## config.mk

```make
export PLATFORM = sky130hd
export DESIGN_NAME = debug_loader
export DESIGN_NICKNAME = d
export VERILOG_FILES = /design/src/rtl/debug_loader.sv
export SDC_FILE = /design/constraint.sdc
export NUM_CORES = 1
export LEC_CHECK = 0
export BUFFER_PORTS_ARGS = -buffer_cell sky130_fd_sc_hd__buf_4
export CAP_MARGIN = 20
export CORE_MARGIN = 2
export CORE_UTILIZATION = 45
export CTS_CLUSTER_SIZE = 25
export DETAILED_ROUTE_END_ITERATION = 7
export GPL_TIMING_DRIVEN = 0
export PLACE_DENSITY = 0.66
export SLEW_MARGIN = 5
export SYNTH_ARGS = -nofsm -noshare
export SYNTH_HDL_FRONTEND = slang
export SYNTH_SLANG_ARGS = --single-unit
```

## constraint.sdc

```tcl
create_clock -name clk -period 5.8 [get_ports clk]
set_input_delay 0.58 -clock clk [delete_from_list [all_inputs] [get_ports clk]]
set_output_delay 0.58 -clock clk [all_outputs]
set_load 0.1 [all_outputs]
```

## src/rtl/debug_loader.sv

```systemverilog
// debug_loader: takes a 2-byte word-count header and little-endian 32-bit words from the
// debug UART and writes them into program memory. The CPU is stalled for the whole load.
module debug_loader #(
  parameter int ADDR_W  = 11,
  parameter int TIMEOUT = 1000000
) (
  input  logic              clk,
  input  logic              rst,
  input  logic              start,
  input  logic [7:0]        rx_data,
  input  logic              rx_valid,
  output logic              rx_ready,
  output logic [ADDR_W-1:0] mem_address,
  output logic [31:0]       mem_data1,
  output logic [31:0]       mem_data2,
  output logic              mem_web,
  output logic              cpu_stall,
  output logic              busy,
  output logic              done,
  output logic              error
);

  localparam logic [2:0] S_IDLE  = 3'd0;
  localparam logic [2:0] S_HDR0  = 3'd1;
  localparam logic [2:0] S_HDR1  = 3'd2;
  localparam logic [2:0] S_DATA  = 3'd3;
  localparam logic [2:0] S_WRITE = 3'd4;
  localparam logic [2:0] S_DONE  = 3'd5;
  localparam logic [2:0] S_ERROR = 3'd6;

  localparam int CW = ADDR_W + 1;
  localparam int TW = (TIMEOUT > 1) ? $clog2(TIMEOUT + 1) : 1;
  localparam logic [TW-1:0] T_LIMIT   = TW'(TIMEOUT - 1);
  localparam logic [16:0]   MAX_WORDS = 17'd1 << ADDR_W;
  localparam logic [CW-1:0] IDX_ONE   = CW'(1);

  logic [2:0]    state;
  logic [7:0]    count_lo;
  logic [CW-1:0] word_count;
  logic [CW-1:0] word_idx;
  logic [1:0]    byte_idx;
  logic [23:0]   word_buf;
  logic [TW-1:0] tcnt;
  logic          xfer;
  logic          bad_count;

  // rx_ready is already high exactly in the byte-accepting states
  assign xfer      = rx_valid && rx_ready;
  assign bad_count = ({1'b0, rx_data, count_lo} == 17'd0) ||
                     ({1'b0, rx_data, count_lo} > MAX_WORDS);
  assign mem_data2 = 32'h0;
  assign cpu_stall = busy;

  always_ff @(posedge clk or posedge rst) begin
    if (rst) begin
      state       <= S_IDLE;
      count_lo    <= 8'h0;
      word_count  <= '0;
      word_idx    <= '0;
      byte_idx    <= 2'd0;
      word_buf    <= 24'h0;
      tcnt        <= '0;
      rx_ready    <= 1'b0;
      mem_address <= '0;
      mem_data1   <= 32'h0;
      mem_web     <= 1'b1;
      busy        <= 1'b0;
      done        <= 1'b0;
      error       <= 1'b0;
    end else begin
      mem_web <= 1'b1;
      case (state)
        S_IDLE, S_DONE, S_ERROR: begin
          if (start) begin
            state    <= S_HDR0;
            done     <= 1'b0;
            error    <= 1'b0;
            byte_idx <= 2'd0;
            word_idx <= '0;
            tcnt     <= '0;
            busy     <= 1'b1;
            rx_ready <= 1'b1;
          end
        end
        S_HDR0, S_HDR1, S_DATA: begin
          if (xfer) begin
            tcnt <= '0;
            if (state == S_HDR0) begin
              count_lo <= rx_data;
              state    <= S_HDR1;
            end else if (state == S_HDR1) begin
              if (bad_count) begin
                state    <= S_ERROR;
                error    <= 1'b1;
                busy     <= 1'b0;
                rx_ready <= 1'b0;
              end else begin
                word_count <= CW'({rx_data, count_lo});
                state      <= S_DATA;
              end
            end else begin
              byte_idx <= byte_idx + 2'd1;
              word_buf <= {rx_data, word_buf[23:8]};
              // Fourth byte goes straight into the write data register
              if (byte_idx == 2'd3) begin
                state       <= S_WRITE;
                mem_web     <= 1'b0;
                mem_address <= word_idx[ADDR_W-1:0];
                mem_data1   <= {rx_data, word_buf};
                rx_ready    <= 1'b0;
              end
            end
          end else if (tcnt == T_LIMIT) begin
            state    <= S_ERROR;
            error    <= 1'b1;
            busy     <= 1'b0;
            rx_ready <= 1'b0;
          end else begin
            tcnt <= tcnt + 1'b1;
          end
        end
        S_WRITE: begin
          word_idx <= word_idx + IDX_ONE;
          tcnt     <= '0;
          if (word_idx + IDX_ONE == word_count) begin
            state <= S_DONE;
            done  <= 1'b1;
            busy  <= 1'b0;
          end else begin
            state    <= S_DATA;
            rx_ready <= 1'b1;
          end
        end
        default: begin
          state    <= S_IDLE;
          busy     <= 1'b0;
          rx_ready <= 1'b0;
        end
      endcase
    end
  end

endmodule

```

==> key figures, run 1 <==
Logic synthesis
  • Sequential area share after synthesis: 51.6%
  • Async SR Flop Fraction: 100%
  • Post-synth top area share: 51.2%
  • Synthesis-stage register bit count: 129
  • Area leader, netlist: dfrtp_1
  • Syn Std Cell Area: 0.00625 mm^2
  • Area contributors post-synth: dfrtp_1, mux2_2, buf_4, xor2_1, o21ai_0
  • Yosys warns: 0
  • Avg Synthesized Cell Area: 11.5 um^2
  • EDFF count, synth: 0
  • Gate Count Post-Synth: 544
  • Synth Flop Type: dfrtp_1
  • Distinct cells, synth: 60

Floorplan
  • I/O pins: 93
  • Starting Density: 45.6%
  • DIE HEIGHT: 122 um
  • Core Rows: 43
  • Die Area: 0.0149 mm^2
  • Core Region: 0.0137 mm^2
  • Die X: 122 um

Cells and area
  • Synthesis-to-finish area growth: 22.8%
  • Commonest non-fill, non-tap cell in the layout: dfrtp_1
  • Finished Layout Cells: 848
  • # fillers: 1,192
  • Ant diodes: 0
  • Layout cells sized above 1: 34.4%
  • # nets final: 670
  • Most frequent cells in the layout: dfrtp_1, buf_4, mux2_2

Timing
  • Final hold violations: 0
  • Setup TNS: 0 ns
  • Max Slew Vio Count: 0
  • Fin crit period: 2.84 ns
  • Slew HR: 44.1%
  • Fin crit share: 48.9%
  • Worst setup margin: 2.96 ns
  • Clock Skew: 0.00768 ns
  • Setup Viol. Count Final: 0
  • Worst slew pin tran: 0.838 ns
  • Fmax: 0.352 GHz
  • Unrepaired setup endpoints after global routing: false

Critical path
  • Worst path most repeated cell: nand3_1
  • Crit path max fanout: 8
  • Slowest cell on the critical path: or4b_1
  • CP peak stage delay: 0.61 ns
  • Startpoint types: flop
  • Critical Path RT: 6.10 ns
  • Crit path cell chain: ha_1, nand3_1, nor3_1, xnor2_1, nand3_1, or4b_1, o311a_1
  • Arr. time, crit path: 3.14 ns
  • CP endpoint kind: flop
  • Critical path class: flop to flop

Power and ir drop
  • PwrDens: 427 mW/mm^2
  • Clock Power Share: 32.6%
  • Logic gate share of total power: 31.2%
  • Maximum vdd drop: 231 uV
  • Pwr Total: 3.28 mW
  • Leak: 3.70 nW
  • Switch Pwr: 1.19 mW
  • Reg power frac: 36.2%
  • Internal power: 2.09 mW
  • Switching share of power: 36.2%

Detailed routing
  • Post-DR vias/cell: 5.33
  • DRT Pass-1 Iters: 5
  • DRC: 0
  • Detailed Route WL: 13,400 um
  • DR WL/cell: 15.8 um
  • DR iter-0 viols: 290
  • Post-route ant nets: 0
  • DR vias: 4,519

Clocking
  • Clock transition at path regs: 0.06 ns
  • Root Driver: clkbuf_16
  • # resized after CTS: 0
  • Clk Latency, worst-skew pair: 0.41 ns
  • H-tree depth: 4
  • Clock tree from TritonCTS: yes
  • Cts hold-fix bufs: 0
  • Total setup buffers inserted after CTS: 0
  • CTS Sinks: 129
  • TritonCTS buffer count: 17
  • Clock tree buffer depth: 2

Global routing
  • Initial antenna violation count: 0
  • Gr usage total: 19.1%
  • Global-route wire length before repair: 21,800 um
  • Largest net degree at the start of global routing: 82
  • Total grt overflow: 0
  • Number of global-route vias before repair: 4,267

Hold path
  • Hold crit path type: input port to asynchronous set/reset pin

Placed design
  • RD Place Congestion: 0.870
  • Pre-CTS setup slack: 2.83 ns
  • DP Wirelength: 9390 um
  • Dpl cells: 816
  • Number of port buffers: 60

Flow run
  • Max Cap Viol: 0

Status
  • Outcome: finished clean
==> final timing paths <==
| kind | start | end | slack [ns] | cells past startpoint |
|---|---|---|---|---|
| max in group asynchronous | rst | mem_web$_DFF_PP1_ | 4.82 | 3 |
| hold / removal | rst | mem_data1[5]$_DFFE_PP0P_ | 0.19 | 2 |
| setup reg to reg | word_idx[0]$_DFFE_PP0P_ | rx_ready$_DFFE_PP0P_ | 2.96 | 7 |
| min in group clk | start | done$_DFFE_PP0P_ | 0.41 | 2 |
| hold reg to reg | mem_data1[6]$_DFFE_PP0P_ | mem_data1[6]$_DFFE_PP0P_ | 0.50 | 1 |
| setup / recovery | word_idx[0]$_DFFE_PP0P_ | rx_ready$_DFFE_PP0P_ | 2.96 | 7 |
==> sequential cells by signal, summed over array words and instances (netlist names) <==
signal / cells
mem_data1: 32
count_lo: 8
mem_web: 1
word_count: 12
word_buf: 24
busy: 1
error: 1
byte_idx: 2
tcnt: 20
done: 1
mem_address: 11
state: 3
word_idx: 12
rx_ready: 1
==> metrics by stage <==
step                      area (um^2)  utilization [%]  hold slack, ns
after floorplan                  6370                -           0.466
after global placement           7050             51.4           0.481
after detailed placement         7080             51.6           0.494
after CTS                        7680             56.0           0.197
after global routing             7680             56.0           0.224
final                            7680             56.0           0.194
==> cell families (layout without fill, tap and decap cells) <==
logic type	count (synthesis)	count (layout)	synth area share, %
AO/OA/AOI/OAI	74	74	7.52
XOR/XNOR	35	35	4.90
adder cells (fa/ha/maj)	4	4	0.760
buffers and inverters	66	159	6.16
flip-flops	129	129	51.6
multiplexers	88	88	15.8
other	1	32	0.0600
AND/OR/NAND/NOR	147	147	13.1
==> layer usage <==
layer / global-route usage, % / wire (um)
met5: 0 / 0
met4: 7.26 / 257
met3: 4.49 / 686
met2: 30.1 / 6450
met1: 25.7 / 5980
==> critical path, delay by kind of cell, from the launching register on <==
family | cells | cell delay [ns]
AND/OR/NAND/NOR | 4 | 1.42
flip-flops | 1 | 0.49
AO/OA/AOI/OAI | 1 | 0.34
adder cells (fa/ha/maj) | 1 | 0.30
XOR/XNOR | 1 | 0.17
==> power groups by stage <==
stage	combinational, mW	sequential (mW)	clock (mW)
2_1_floorplan	0.702	1.28	0
3_3_place_gp	0.993	1.19	0
3_5_place_dp	1.02	1.20	0
4_1_cts	1.02	1.19	1.09
5_1_grt	1.11	1.21	1.13
6_report	1.02	1.19	1.07
==> layout make-up <==
type | count | area (um^2) | share of cell area [%]
clock inverters | 13 | 146 | 1.91
well taps | 180 | 225 | 2.93
repair buffers | 61 | 478 | 6.23
flip-flops and latches | 129 | 3230 | 42.1
plain buffers | 60 | 363 | 4.73
clock buffers | 19 | 453 | 5.90
inverters | 6 | 27.5 | 0.359
multi-input cells | 380 | 2760 | 35.9
==> Yosys cell counts, types with 2 or more instances <==
cell type	number
o311a_1	2
nand3_1	19
a21oi_1	13
and3_1	7
dfrtp_1	128
and2_1	6
xnor2_1	16
nor4_1	6
a31oi_1	3
clkbuf_1	19
o41ai_1	3
or3_1	6
a21o_1	2
buf_4	35
or4_4	2
nand4b_1	3
and4_1	2
inv_1	6
a22o_1	3
ha_1	3
nor3_1	5
or4_1	2
mux2_2	88
nor2_1	32
nor2b_1	2
o21ai_0	30
xor2_1	19
o31ai_1	7
nand4_1	14
buf_2	5
and4b_1	3
nand2_1	24
nand2b_1	2
(Power assumes the default switching activity.)
==> run 2: changes to the inputs <==
--- a/config.mk
+++ b/config.mk
@@ -12,7 +12,7 @@
 export CTS_CLUSTER_SIZE = 25
 export DETAILED_ROUTE_END_ITERATION = 7
 export GPL_TIMING_DRIVEN = 0
-export PLACE_DENSITY = 0.66
+export PLACE_DENSITY = 0.69
 export SLEW_MARGIN = 5
 export SYNTH_ARGS = -nofsm -noshare
 export SYNTH_HDL_FRONTEND = slang
==> constraint.sdc (replaced) <==
create_clock -name clk -period 2.3 [get_ports clk]
set_input_delay 0.23 -clock clk [delete_from_list [all_inputs] [get_ports clk]]
set_output_delay 0.23 -clock clk [all_outputs]
set_load 0.1 [all_outputs]
==> run 2 against run 1 <==
The run now ends with negative setup slack left. Die area did not move. Via count increased by 3.7%. Hold slack got worse by 0.13 ns. Critical path depth fell by 1. Clock power rose to 2.7 times the previous value. Clock-buffer cell count is 2 higher. Global-route usage increased by 1.1 points. Sequential cell count is the same. Worst setup slack got worse by 3.2 ns. Non-clock buffer count is 21 higher.
==> key figures, run 2 (synthesis results as in run 1) <==
Global routing
  • Number of global-route vias before repair: 4,546
  • Total grt overflow: 0
  • Gr usage total: 20.1%
  • Global-route wire length before repair: 23,100 um
  • Initial antenna violation count: 0
  • Largest net degree at the start of global routing: 43

Placed design
  • Pre-CTS setup slack: -0.367 ns
  • RD Place Congestion: 0.915
  • DP Wirelength: 9840 um
  • Dpl cells: 818
  • Number of port buffers: 60
  • Area after DPL: 0.00713 mm^2

Timing
  • Worst slew pin tran: 0.657 ns
  • Setup TNS: -2.04 ns
  • Fin crit share: 111%
  • Worst setup margin: -0.251 ns
  • Final hold violations: 0
  • Fin crit period: 2.55 ns
  • Worst hold slack: 0.0672 ns
  • Slew HR: 56.0%
  • Unrepaired setup endpoints after global routing: true
  • Clock Skew: 0.0103 ns
  • Fmax: 0.392 GHz
  • Setup Viol. Count Final: 16
  • Max Slew Vio Count: 0

Floorplan
  • Die Area: 0.0149 mm^2
  • DIE HEIGHT: 122 um
  • Core Rows: 43
  • Starting Density: 45.6%
  • Die X: 122 um
  • I/O pins: 93
  • Core Region: 0.0137 mm^2

Critical path
  • CP endpoint kind: flop
  • Crit path max fanout: 4
  • R2r setup slk: -0.25 ns
  • Worst setup startpoint: count_lo[4]$_DFFE_PP0P_
  • Startpoint types: flop
  • Critical path class: flop to flop
  • Critical Path RT: 2.60 ns
  • Arr. time, crit path: 2.85 ns
  • Worst reg2reg startpoint: count_lo[4]$_DFFE_PP0P_

Cells and area
  • Finished Layout Cells: 869
  • Most frequent cells in the layout: dfrtp_1, buf_4, mux2_2
  • Max reg flops: 32
  • Ant diodes: 0
  • Layout cells sized above 1: 40.3%
  • Commonest non-fill, non-tap cell in the layout: dfrtp_1
  • Design area: 0.00803 mm^2
  • # fillers: 1,157
  • # nets final: 691
  • Top reg by flops: mem_data1
  • Synthesis-to-finish area growth: 28.4%
  • Top Registers: mem_data1 x32, word_buf x24, tcnt x20
  • Final core utilization: 58.5%

Power and ir drop
  • Pwr Total: 8.66 mW
  • Maximum vdd drop: 636 uV
  • PwrDens: 1080 mW/mm^2
  • Leak: 3.85 nW

Hold path
  • Worst hold path startpoint: start
  • Hold crit path type: input port to flop

Detailed routing
  • DR WL/cell: 16.3 um
  • Detailed Route WL: 14,100 um
  • DR iter-0 viols: 354
  • Post-route ant nets: 0
  • DRT Pass-1 Iters: 4
  • Post-DR vias/cell: 5.39
  • DRC: 0
  • DR vias: 4,687

Clocking
  • Clock tree buffer depth: 2
  • TritonCTS buffer count: 17
  • Clock tree from TritonCTS: yes
  • Clock transition at path regs: 0.06 ns
  • CTS Sinks: 129
  • H-tree depth: 4
  • Root Driver: clkbuf_16
  • Clk Latency, worst-skew pair: 0.42 ns

Status
  • Failing checks: negative setup slack
  • Outcome: complete, but fails checks

Flow run
  • Max Cap Viol: 0
## run 2: where the power goes
part	switching (mW)	internal [mW]	leakage, nW
combinational	1.75	1.06	1.82
sequential	0.304	2.69	1.73
clock	0.999	1.85	0.303
total	3.05	5.60	3.85
## run 2: what timing repair did
| action | 4_1_cts | 5_1_grt |
|---|---|---|
| pin swaps | 4 | 4 |
| gates resized for setup | 29 | 15 |
| cloned | 1 | 0 |
| setup endpoints to repair | 67 | 62 |
| hold buffers | 1 | 0 |
| hold endpoints to repair | 18 | 0 |
| setup buffers | 10 | 10 |
## run 2: critical path, stage by stage (launching register included)
cell and delay, ns:
dfrtp_1 0.39, or4_4 0.53, or4_4 0.55, nand3_2 0.09, or4b_4 0.50, a22o_1 0.20, a31o_1 0.17
## run 2: path summary, 6_finish.rpt
check	end	depth (start not counted)
min	done$_DFFE_PP0P_	2
max reg2reg	busy$_DFFE_PP0P_	6
min reg2reg	mem_data1[4]$_DFFE_PP0P_	1
max	busy$_DFFE_PP0P_	6
max in group asynchronous	mem_web$_DFF_PP1_	6
min in group asynchronous	tcnt[17]$_DFFE_PP0P_	3
## run 2: final cells by class
cell class | count | area (um^2) | share of cell area (%)
sequential | 129 | 3230 | 40.3
multi-input combinational | 380 | 2850 | 35.5
timing repair buffer | 85 | 682 | 8.49
clock buffer | 21 | 450 | 5.61
buffer | 57 | 387 | 4.81
tap | 180 | 225 | 2.80
clock inverter | 11 | 176 | 2.20
inverter | 6 | 26.3 | 0.327
## run 2: metal layers
metal,vias up,GRT usage [%],part of all wire (%)
met3,21,5.10,4.4
met2,129,32.5,51
met5,-,0,0
li1,2178,-,-
met4,0,8.12,1.7
met1,2359,26.0,43
